==> src/rtl/snax_simbacore_job_ctrl_if.sv <==
// snax_simbacore_job_ctrl_if: CSR-manager and SimbaCore config/busy signals of the job controller
interface snax_simbacore_job_ctrl_if #(
  parameter int NumCfg       = 5,
  parameter int RegDataWidth = 32,
  parameter int RegROCount   = 2
);
  logic [NumCfg-1:0][RegDataWidth-1:0]     csr_reg_set_i;
  logic                                    csr_reg_set_valid_i;
  logic                                    csr_reg_set_ready_o;
  logic [RegROCount-1:0][RegDataWidth-1:0] csr_reg_ro_set_o;
  logic [NumCfg-1:0][RegDataWidth-1:0]     core_cfg_o;
  logic                                    core_cfg_valid_o;
  logic                                    core_cfg_ready_i;
  logic                                    core_busy_i;
  modport slave (
    input  csr_reg_set_i, csr_reg_set_valid_i, core_cfg_ready_i, core_busy_i,
    output csr_reg_set_ready_o, csr_reg_ro_set_o, core_cfg_o, core_cfg_valid_o
  );
  modport master (
    output csr_reg_set_i, csr_reg_set_valid_i, core_cfg_ready_i, core_busy_i,
    input  csr_reg_set_ready_o, csr_reg_ro_set_o, core_cfg_o, core_cfg_valid_o
  );
endinterface

==> src/rtl/snax_simbacore_job_ctrl.sv <==
// snax_simbacore_job_ctrl: one-deep job queue issuing configs to SimbaCore and reporting status/cycles
module snax_simbacore_job_ctrl #(
  parameter int NumCfg       = 5,
  parameter int RegDataWidth = 32,
  parameter int RegROCount   = 2,
  parameter int StartTimeout = 64
) (
  input  logic                    clk_i,
  input  logic                    rst_ni,
  snax_simbacore_job_ctrl_if.slave bus
);
  localparam int ToW = StartTimeout > 1 ? $clog2(StartTimeout) : 1;
  typedef enum logic [1:0] {Idle, Issue, Run, Done} state_t;
  state_t                              state;
  logic [NumCfg-1:0][RegDataWidth-1:0] pend, active;
  logic                                pend_full, busy_seen, err;
  logic [ToW-1:0]                      to_cnt;
  logic [31:0]                         cyc_cnt, last_cyc, cyc_next;
  logic [7:0]                          done_cnt;
  assign cyc_next = cyc_cnt + {31'b0, ~&cyc_cnt};
  assign bus.csr_reg_set_ready_o = ~pend_full;
  assign bus.core_cfg_o = active;
  assign bus.core_cfg_valid_o = state == Issue;
  assign bus.csr_reg_ro_set_o[0] = RegDataWidth'({done_cnt, 5'b0, err, pend_full, (state != Idle) || pend_full});
  assign bus.csr_reg_ro_set_o[1] = RegDataWidth'(last_cyc);
  always_ff @(posedge clk_i or negedge rst_ni) begin
    if (!rst_ni) begin
      state     <= Idle;
      pend      <= '0;
      active    <= '0;
      pend_full <= 1'b0;
      busy_seen <= 1'b0;
      err       <= 1'b0;
      to_cnt    <= '0;
      cyc_cnt   <= '0;
      last_cyc  <= '0;
      done_cnt  <= '0;
    end else begin
      if (bus.csr_reg_set_valid_i && !pend_full) begin
        pend      <= bus.csr_reg_set_i;
        pend_full <= 1'b1;
      end
      case (state)
        Idle: if (pend_full) begin
          active    <= pend;
          pend_full <= 1'b0;
          cyc_cnt   <= '0;
          state     <= Issue;
        end
        Issue: begin
          cyc_cnt <= cyc_next;
          if (bus.core_cfg_ready_i) begin
            busy_seen <= 1'b0;
            to_cnt    <= '0;
            state     <= Run;
          end
        end
        Run: begin
          cyc_cnt   <= cyc_next;
          busy_seen <= busy_seen | bus.core_busy_i;
          // a core that never raises busy must not hang the queue
          if (busy_seen && !bus.core_busy_i) state <= Done;
          else if (!busy_seen && to_cnt == ToW'(StartTimeout - 1)) begin
            err   <= 1'b1;
            state <= Done;
          end else if (!busy_seen) to_cnt <= to_cnt + 1'b1;
        end
        default: begin
          last_cyc <= cyc_cnt;
          done_cnt <= done_cnt + 8'd1;
          state    <= Idle;
        end
      endcase
    end
  end
endmodule
==> src/flat_wrapper.sv <==
// flat-port wrapper written by rule: the top's interface ports become plain ports
module snax_simbacore_job_ctrl_flat 
#(
  parameter int NumCfg       = 5,
  parameter int RegDataWidth = 32,
  parameter int RegROCount   = 2,
  parameter int StartTimeout = 64
)
  (clk_i, rst_ni, bus_csr_reg_set_i, bus_csr_reg_set_valid_i, bus_core_cfg_ready_i, bus_core_busy_i, bus_csr_reg_set_ready_o, bus_csr_reg_ro_set_o, bus_core_cfg_o, bus_core_cfg_valid_o);
  snax_simbacore_job_ctrl_if #(.NumCfg(NumCfg), .RegDataWidth(RegDataWidth), .RegROCount(RegROCount)) bus_i ();
  input  logic clk_i;
  input  logic rst_ni;
  input wire logic [$bits(bus_i.csr_reg_set_i)-1:0] bus_csr_reg_set_i;
  input wire logic [$bits(bus_i.csr_reg_set_valid_i)-1:0] bus_csr_reg_set_valid_i;
  input wire logic [$bits(bus_i.core_cfg_ready_i)-1:0] bus_core_cfg_ready_i;
  input wire logic [$bits(bus_i.core_busy_i)-1:0] bus_core_busy_i;
  output wire logic [$bits(bus_i.csr_reg_set_ready_o)-1:0] bus_csr_reg_set_ready_o;
  output wire logic [$bits(bus_i.csr_reg_ro_set_o)-1:0] bus_csr_reg_ro_set_o;
  output wire logic [$bits(bus_i.core_cfg_o)-1:0] bus_core_cfg_o;
  output wire logic [$bits(bus_i.core_cfg_valid_o)-1:0] bus_core_cfg_valid_o;
  assign bus_i.csr_reg_set_i = bus_csr_reg_set_i;
  assign bus_i.csr_reg_set_valid_i = bus_csr_reg_set_valid_i;
  assign bus_i.core_cfg_ready_i = bus_core_cfg_ready_i;
  assign bus_i.core_busy_i = bus_core_busy_i;
  assign bus_csr_reg_set_ready_o = bus_i.csr_reg_set_ready_o;
  assign bus_csr_reg_ro_set_o = bus_i.csr_reg_ro_set_o;
  assign bus_core_cfg_o = bus_i.core_cfg_o;
  assign bus_core_cfg_valid_o = bus_i.core_cfg_valid_o;
  snax_simbacore_job_ctrl #(.NumCfg(NumCfg), .RegDataWidth(RegDataWidth), .RegROCount(RegROCount), .StartTimeout(StartTimeout)) u_core (.clk_i(clk_i), .rst_ni(rst_ni), .bus(bus_i));
endmodule
==> config.mk <==
export PLATFORM = sky130hd
export DESIGN_NAME = snax_simbacore_job_ctrl_flat
export DESIGN_NICKNAME = d
export VERILOG_FILES = /design/src/rtl/snax_simbacore_job_ctrl_if.sv /design/src/rtl/snax_simbacore_job_ctrl.sv /design/src/flat_wrapper.sv
export SDC_FILE = /design/constraint.sdc
export NUM_CORES = 1
export LEC_CHECK = 0
export CAP_MARGIN = 30
export CORE_UTILIZATION = 53
export DETAILED_ROUTE_END_ITERATION = 10
export HOLD_SLACK_MARGIN = 0.12
export PLACE_DENSITY_LB_ADDON = 0.05
export SETUP_SLACK_MARGIN = 0.4
export SYNTH_ARGS = -nofsm -noshare
export SYNTH_HDL_FRONTEND = slang
export SYNTH_SLANG_ARGS = --single-unit
==> constraint.sdc <==
create_clock -name clk_i -period 4.1 [get_ports clk_i]
set_input_delay 0.41 -clock clk_i [delete_from_list [all_inputs] [get_ports clk_i]]
set_output_delay 0.41 -clock clk_i [all_outputs]
set_load 0.02 [all_outputs]
==> results_dict.tcl, run 1 <==
set metrics [dict create \
    regToRegEndpoint "u_core.cyc_cnt[28]$_DFFE_PN0P_" \
    dieArea_um2 30500 \
    cp_num_cells 9 \
    hold_buffers 1 \
    highest_layer "met5" \
    grt_max_degree 100 \
    grt_use_total_pct 23.5 \
    pwr-share-comb_pct 39.0 \
    seqPwrFrac_pct 38.3 \
    startpoint_type "flip-flop" \
    wl_mm 34.8 \
    power_density_nw_per_um2 811 \
    die_x_um 175 \
    grt_pass1_wl_mm 56.1 \
    areaGrowthSynthToFinish_pct 35.0 \
    io_pins 391 \
    nNetsFinal 1594 \
    core_area_um2 29000 \
    sw_frac_of_total_pct 31.9 \
    syn_area_per_cell_um2 15.1 \
    multi_input_area_um2 5390 \
    die_h_um 175 \
    finalMaxSlewViolations 0 \
    crit_path_max_fanout 10 \
    drive_above_1_share_pct 30.8 \
    drt-met1-wl_mm 14.0 \
    clock-root-buffer "clkbuf_16" \
    fin_total_pwr_mw 17.3 \
    met3_length_mm 3.04 \
    arrival_ps 3200 \
    fmax_mhz 362 \
    area.sequential_um2 10100 \
    grt.overflow.total 0 \
    worst_slew_pin_slew_ps 909 \
    vdd_drop_max_mv 0.528 \
    min_period_over_period_pct 67.4 \
    synth_area_um2 15800 \
    seq_area_frac_synth_pct 63.9 \
    hpwl_mm 24.0 \
    synth_cell_types 47 \
    tns_ps 0 \
    clkTransAtPathRegs_ps 60 \
    syn_inst 1045 \
    wl_met2_mm 16.8 \
    drc_errors 0 \
    start_util_pct 54.4 \
    clockBufferDepth 3 \
    reg2reg_slack_ps 1340 \
    p_clk_share_pct 22.7 \
    cts_buffers 43 \
    wl_per_cell_um 18.9 \
    hold_end "u_core.err$_DFFE_PN0P_" \
    clock_sinks 403 \
    first_pass_iters 4 \
    ys_seq_elements 403 \
    rsz0062_at_grt "false" \
    drv_cap 0 \
    synth.area.top_cells "dfrtp_1 (64%), mux2_2 (25%), buf_4 (1.1%)" \
    path_delay_family "simple AND/OR/NAND/NOR gates" \
    antenna_found_initial 2 \
    synthTopCellsByCount "dfrtp_1 (403), mux2_2 (354), clkbuf_1 (39), nand2_1 (30), nor2_1 (29)" \
    holdWs_ps 460 \
    grt_pass1_vias 10284 \
    endpoint_kind "flip-flop" \
    fillers 1912 \
    fin_crit_ps 2760 \
    clkLatencyLatePin_ps 530 \
    ant_nets 0 \
    cp_slowest_cell "or4_1" \
    htree_levels 2 \
    min_from "u_core.err$_DFFE_PN0P_" \
    portBuffers 369 \
    tritoncts "built" \
    drtIter0Drc 394 \
    post_cts_buffers 0 \
    cp_cell_sequence "and4_4, nand4_4, nor4_1, nand4_1, ha_1, nand2_2, or4_1, or3_1, a21oi_1" \
    dr_total_vias 9591 \
    synthArstFlopShare_pct 100 \
    slew-limit-headroom_pct 39.4 \
    finalSetupViolCount 0 \
    p_leak_nw 9.16 \
    gp_congestion 0.800 \
    via_per_inst 5.23 \
    critPathBufInv 0 \
    rr_worst_depth 9 \
    fin_skew_ps 15.4 \
    p_sw_mw 5.51 \
    cp.required_ps 4540 \
    crit_type "reg -> reg" \
    status "finished, final reports clean" \
    post-route-util_pct 73.5 \
    slowest_delay_ps 610 \
    rows 62 \
    synthFlopType "dfrtp_1" \
    yosys.area.top_type_share_pct 63.9 \
    r2r_start "u_core.cyc_cnt[14]$_DFFE_PN0P_" \
    hold_violations 0 \
    yosys.cell_count.top_type "dfrtp_1" \
    hp-class "reg -> reg" \
    intPower_mw 11.8 \
    min_path_cells 1 \
    synth-edff-count 0 \
    yosys_warnings 0 \
    synth_top_area_cell "dfrtp_1" \
    postCtsResizedCells 0 \
]
## layout make-up
cell class	count	area share [%]
clock inverter	10	0.704
tap	384	2.25
clock buffer	64	6.04
inverter	8	0.141
sequential	403	47.3
antenna	2	0.0235
multi-input combinational	581	25.3
timing repair buffer	383	18.2
## cells by family (layout without fill, tap and decap cells)
logic type / after synthesis / after routing / share of synthesized area, %
compound gates: 41 / 41 / 1.67
flops: 403 / 403 / 63.9
xor+xnor: 28 / 28 / 1.55
other cells: 1 / 23 / 0.0238
fa+ha+maj: 9 / 9 / 0.713
simple gates: 128 / 128 / 4.38
mux: 354 / 354 / 25.3
buf+inv: 81 / 465 / 2.51
## layout by cell type (no fill, tap or decap), types with 4 or more instances in the layout
cell / n
dfrtp_1: 403
clkdlybuf4s50_1: 368
mux2_2: 354
clkbuf_16: 45
nand2_1: 29
nor2_1: 29
conb_1: 21
xnor2_1: 18
o21ai_0: 16
nand4_1: 12
xor2_1: 10
clkbuf_1: 10
nand3_1: 9
ha_1: 9
clkbuf_8: 9
nor4_1: 8
inv_1: 8
buf_4: 7
o31ai_1: 6
and2_1: 6
clkinv_2: 6
buf_12: 6
nor3_1: 5
a21oi_1: 5
bufinv_16: 4
## metal layers
metal | GRT usage (%) | vias to the layer above
li1 | - | 4384
met1 | 29.0 | 4853
met2 | 38.9 | 291
met3 | 8.22 | 61
met4 | 7.14 | 2
met5 | 0 | -
## power groups by stage
| stage | Sequential (mW) | Combinational [mW] | Clock [mW] |
|---|---|---|---|
| 3_5_place_dp | 6.69 | 6.79 | 0 |
| 3_3_place_gp | 6.59 | 6.68 | 0 |
| 2_1_floorplan | 7.54 | 3.01 | 0 |
| 6_report | 6.62 | 6.74 | 3.92 |
| 5_1_grt | 6.86 | 7.17 | 4.15 |
| 4_1_cts | 6.64 | 6.83 | 3.99 |
## metrics by stage
step	area [um^2]	setup WS [ps]	instances
floorplan	15900	1600	1065
CTS	21300	1320	1833
global placement	19900	1420	1758
finish	21300	1340	1835
detailed placement	19900	1390	1758
global route	21300	1070	1834
## worst reg2reg max path, stage by stage, from the launching register on
cell and delay, ps:
dfrtp_1 440, and4_4 240, nand4_4 130, nor4_1 100, nand4_1 130, ha_1 320, nand2_2 200, or4_1 610
or3_1 340, a21oi_1 160
## state kept, by name, summed over array words and instances (netlist names)
name and cells:
u_core.last_cyc 32, u_core.cyc_cnt 32, u_core.state 2, u_core.err 1
u_core.to_cnt 6, u_core.pend_full 1, u_core.bus.core_cfg_o 160, u_core.done_cnt 8
u_core.pend 160, u_core.busy_seen 1
## worst max-delay path by stage
stage / endpoint / start
floorplan: u_core.cyc_cnt[18]$_DFFE_PN0P_ / u_core.cyc_cnt[14]$_DFFE_PN0P_
global placement: u_core.cyc_cnt[27]$_DFFE_PN0P_ / u_core.cyc_cnt[14]$_DFFE_PN0P_
detailed placement: u_core.cyc_cnt[27]$_DFFE_PN0P_ / u_core.cyc_cnt[14]$_DFFE_PN0P_
CTS: u_core.cyc_cnt[28]$_DFFE_PN0P_ / u_core.cyc_cnt[14]$_DFFE_PN0P_
global route: u_core.cyc_cnt[28]$_DFFE_PN0P_ / u_core.cyc_cnt[14]$_DFFE_PN0P_
finish: u_core.cyc_cnt[28]$_DFFE_PN0P_ / u_core.cyc_cnt[14]$_DFFE_PN0P_
Power figures use the tool's default switching activity.
==> run 2: changes to the inputs <==
- CORE_UTILIZATION: 53 -> 45
- clock period: 4.1 -> 2.5 ns (I/O delays scaled with it)
==> run 2 against run 1 <==
  * Cell count rose by 7.0%
  * Critical path depth did not move
  * Via count rose by 2.1%
  * Worst hold slack got worse by 180 ps
  * Sequential share of layout area fell by 1.8 points
  * Sequential power rose by 63%
  * Non-clock buffer count rose by 52
  * Combinational power rose by 69%
  * Register-to-register slack got worse by 1100 ps
  * Final area rose by 3.9%
  * Critical path type unchanged
==> results_dict.tcl, run 2 (synthesized netlist as in run 1, its figures left out) <==
set metrics [dict create \
    power_density_nw_per_um2 1300 \
    path_delay_family "simple AND/OR/NAND/NOR gates" \
    die_h_um 189 \
    holdWs_ps 280 \
    clkLatencyLatePin_ps 530 \
    finalSetupViolCount 0 \
    hp-class "in -> async" \
    slowest_delay_ps 480 \
    clkTransAtPathRegs_ps 60 \
    clock_sinks 403 \
    p_leak_nw 9.58 \
    hpwl_mm 24.7 \
    fin_crit_ps 2230 \
    clockBufferDepth 3 \
    worst_slew_pin_slew_ps 511 \
    cp_cell_sequence "and4_4, nand4_4, nor4_4, nand4_1, ha_4, nand2_4, or4_4, or3_1, a21oi_2" \
    ant_nets 0 \
    vdd_drop_max_mv 0.830 \
    antenna_found_initial 6 \
    nNetsFinal 1647 \
    startpoint_type "flip-flop" \
    final_area_um2 22100 \
    dieArea_um2 35800 \
    reg2reg_slack_ps 270 \
    arrival_ps 2680 \
    drtIter0Drc 370 \
    wl_per_cell_um 18.3 \
    fin_skew_ps 11.7 \
    fin_total_pwr_mw 28.9 \
    tns_ps 0 \
    areaGrowthSynthToFinish_pct 40.3 \
    drive_above_1_share_pct 35.1 \
    finalMaxSlewViolations 0 \
    drv_cap 0 \
    layout_common_cells "dfrtp_1 (403), clkdlybuf4s50_1 (366), mux2_2 (354)" \
    drc_errors 0 \
    via_per_inst 4.99 \
    slew-limit-headroom_pct 66.0 \
    dr_total_vias 9788 \
    cts_buffers 44 \
    gp_congestion 0.795 \
    start_util_pct 45.7 \
    status "finished, final reports clean" \
    htree_levels 2 \
    crit_path_max_fanout 7 \
    clock-root-buffer "clkbuf_16" \
    portBuffers 369 \
    hold_violations 0 \
    grt_use_total_pct 20.4 \
    grt_max_degree 84 \
    die_x_um 189 \
    placed_area_um2 20200 \
    grt.overflow.total 0 \
    grt_pass1_vias 10220 \
    io_pins 391 \
    endpoint_kind "flip-flop" \
    rsz0062_at_grt "true" \
    cp_slowest_cell "or4_4" \
    fmax_mhz 449 \
    crit_type "reg -> reg" \
    final_common_cell "dfrtp_1" \
    cp.required_ps 2960 \
    grt_pass1_wl_mm 57.7 \
    first_pass_iters 4 \
    core_area_um2 34500 \
    post-route-util_pct 64.1 \
    tritoncts "built" \
    rows 68 \
    critPathBufInv 0 \
    min_period_over_period_pct 89.1 \
    wl_mm 36.0 \
]
[run 2: path summary, 6_finish.rpt]
path                                                 from                              to  cells after the start
max in group asynchronous                          rst_ni    u_core.pend[149]$_DFFE_PN0P_                      4
max reg2reg                u_core.cyc_cnt[16]$_DFFE_PN0P_  u_core.cyc_cnt[30]$_DFFE_PN0P_                      9
max                        u_core.cyc_cnt[16]$_DFFE_PN0P_  u_core.cyc_cnt[30]$_DFFE_PN0P_                      9
min reg2reg                        u_core.err$_DFFE_PN0P_          u_core.err$_DFFE_PN0P_                      1
min                                                rst_ni     u_core.pend[86]$_DFFE_PN0P_                      2
min in group clk_i                 bus_csr_reg_set_i[140]    u_core.pend[140]$_DFFE_PN0P_                      2
[run 2: timing repair]
action,4_1_cts,5_1_grt
hold buffers,1,0
endpoints found under the setup margin,31,37
setup buffers,24,7
pin swaps,6,19
hold endpoints to repair,115,0
cloned,0,1
resized for setup,20,22
[run 2: power breakdown]
part	leakage (nW)	internal [mW]	switching, mW
sequential	4.90	9.39	1.42
clock	0.756	4.19	2.49
combinational	3.92	6.20	5.16
total	9.58	19.8	9.07
[run 2: worst register-to-register path, delay by kind of cell, from the launching register on]
kind	cells	cell delay, ps
and+or+nand+nor	7	1470
AOI/OAI and AO/OA	1	110
adders and majority gates	1	200
DFF	1	390
[run 2: routing by layer]
metal | GRT usage [%] | wire (um)
met1 | 25.5 | 14600
met2 | 33.0 | 17100
met3 | 8.36 | 3530
met4 | 4.96 | 669
met5 | 0 | 57
[run 2: metrics by stage]
| stage | worst slack [ps] | instances |
|---|---|---|
| 6_report | 272 | 1963 |
| 5_1_grt | 204 | 1962 |
| 4_1_cts | 314 | 1953 |
| 3_5_place_dp | 91.9 | 1849 |
| 3_3_place_gp | 117 | 1849 |
| 2_1_floorplan | 168 | 1065 |
[run 2: layout make-up]
class                   instances  area [um^2]
well taps                     455          569
flip-flops and latches        403        10100
diodes                          2         5.00
repair buffers                435         4380
inverters                       8         30.0
clock inverters                 4         95.1
multi-input cells             581         5540
fillers                      2656        12400
clock buffers                  75         1440
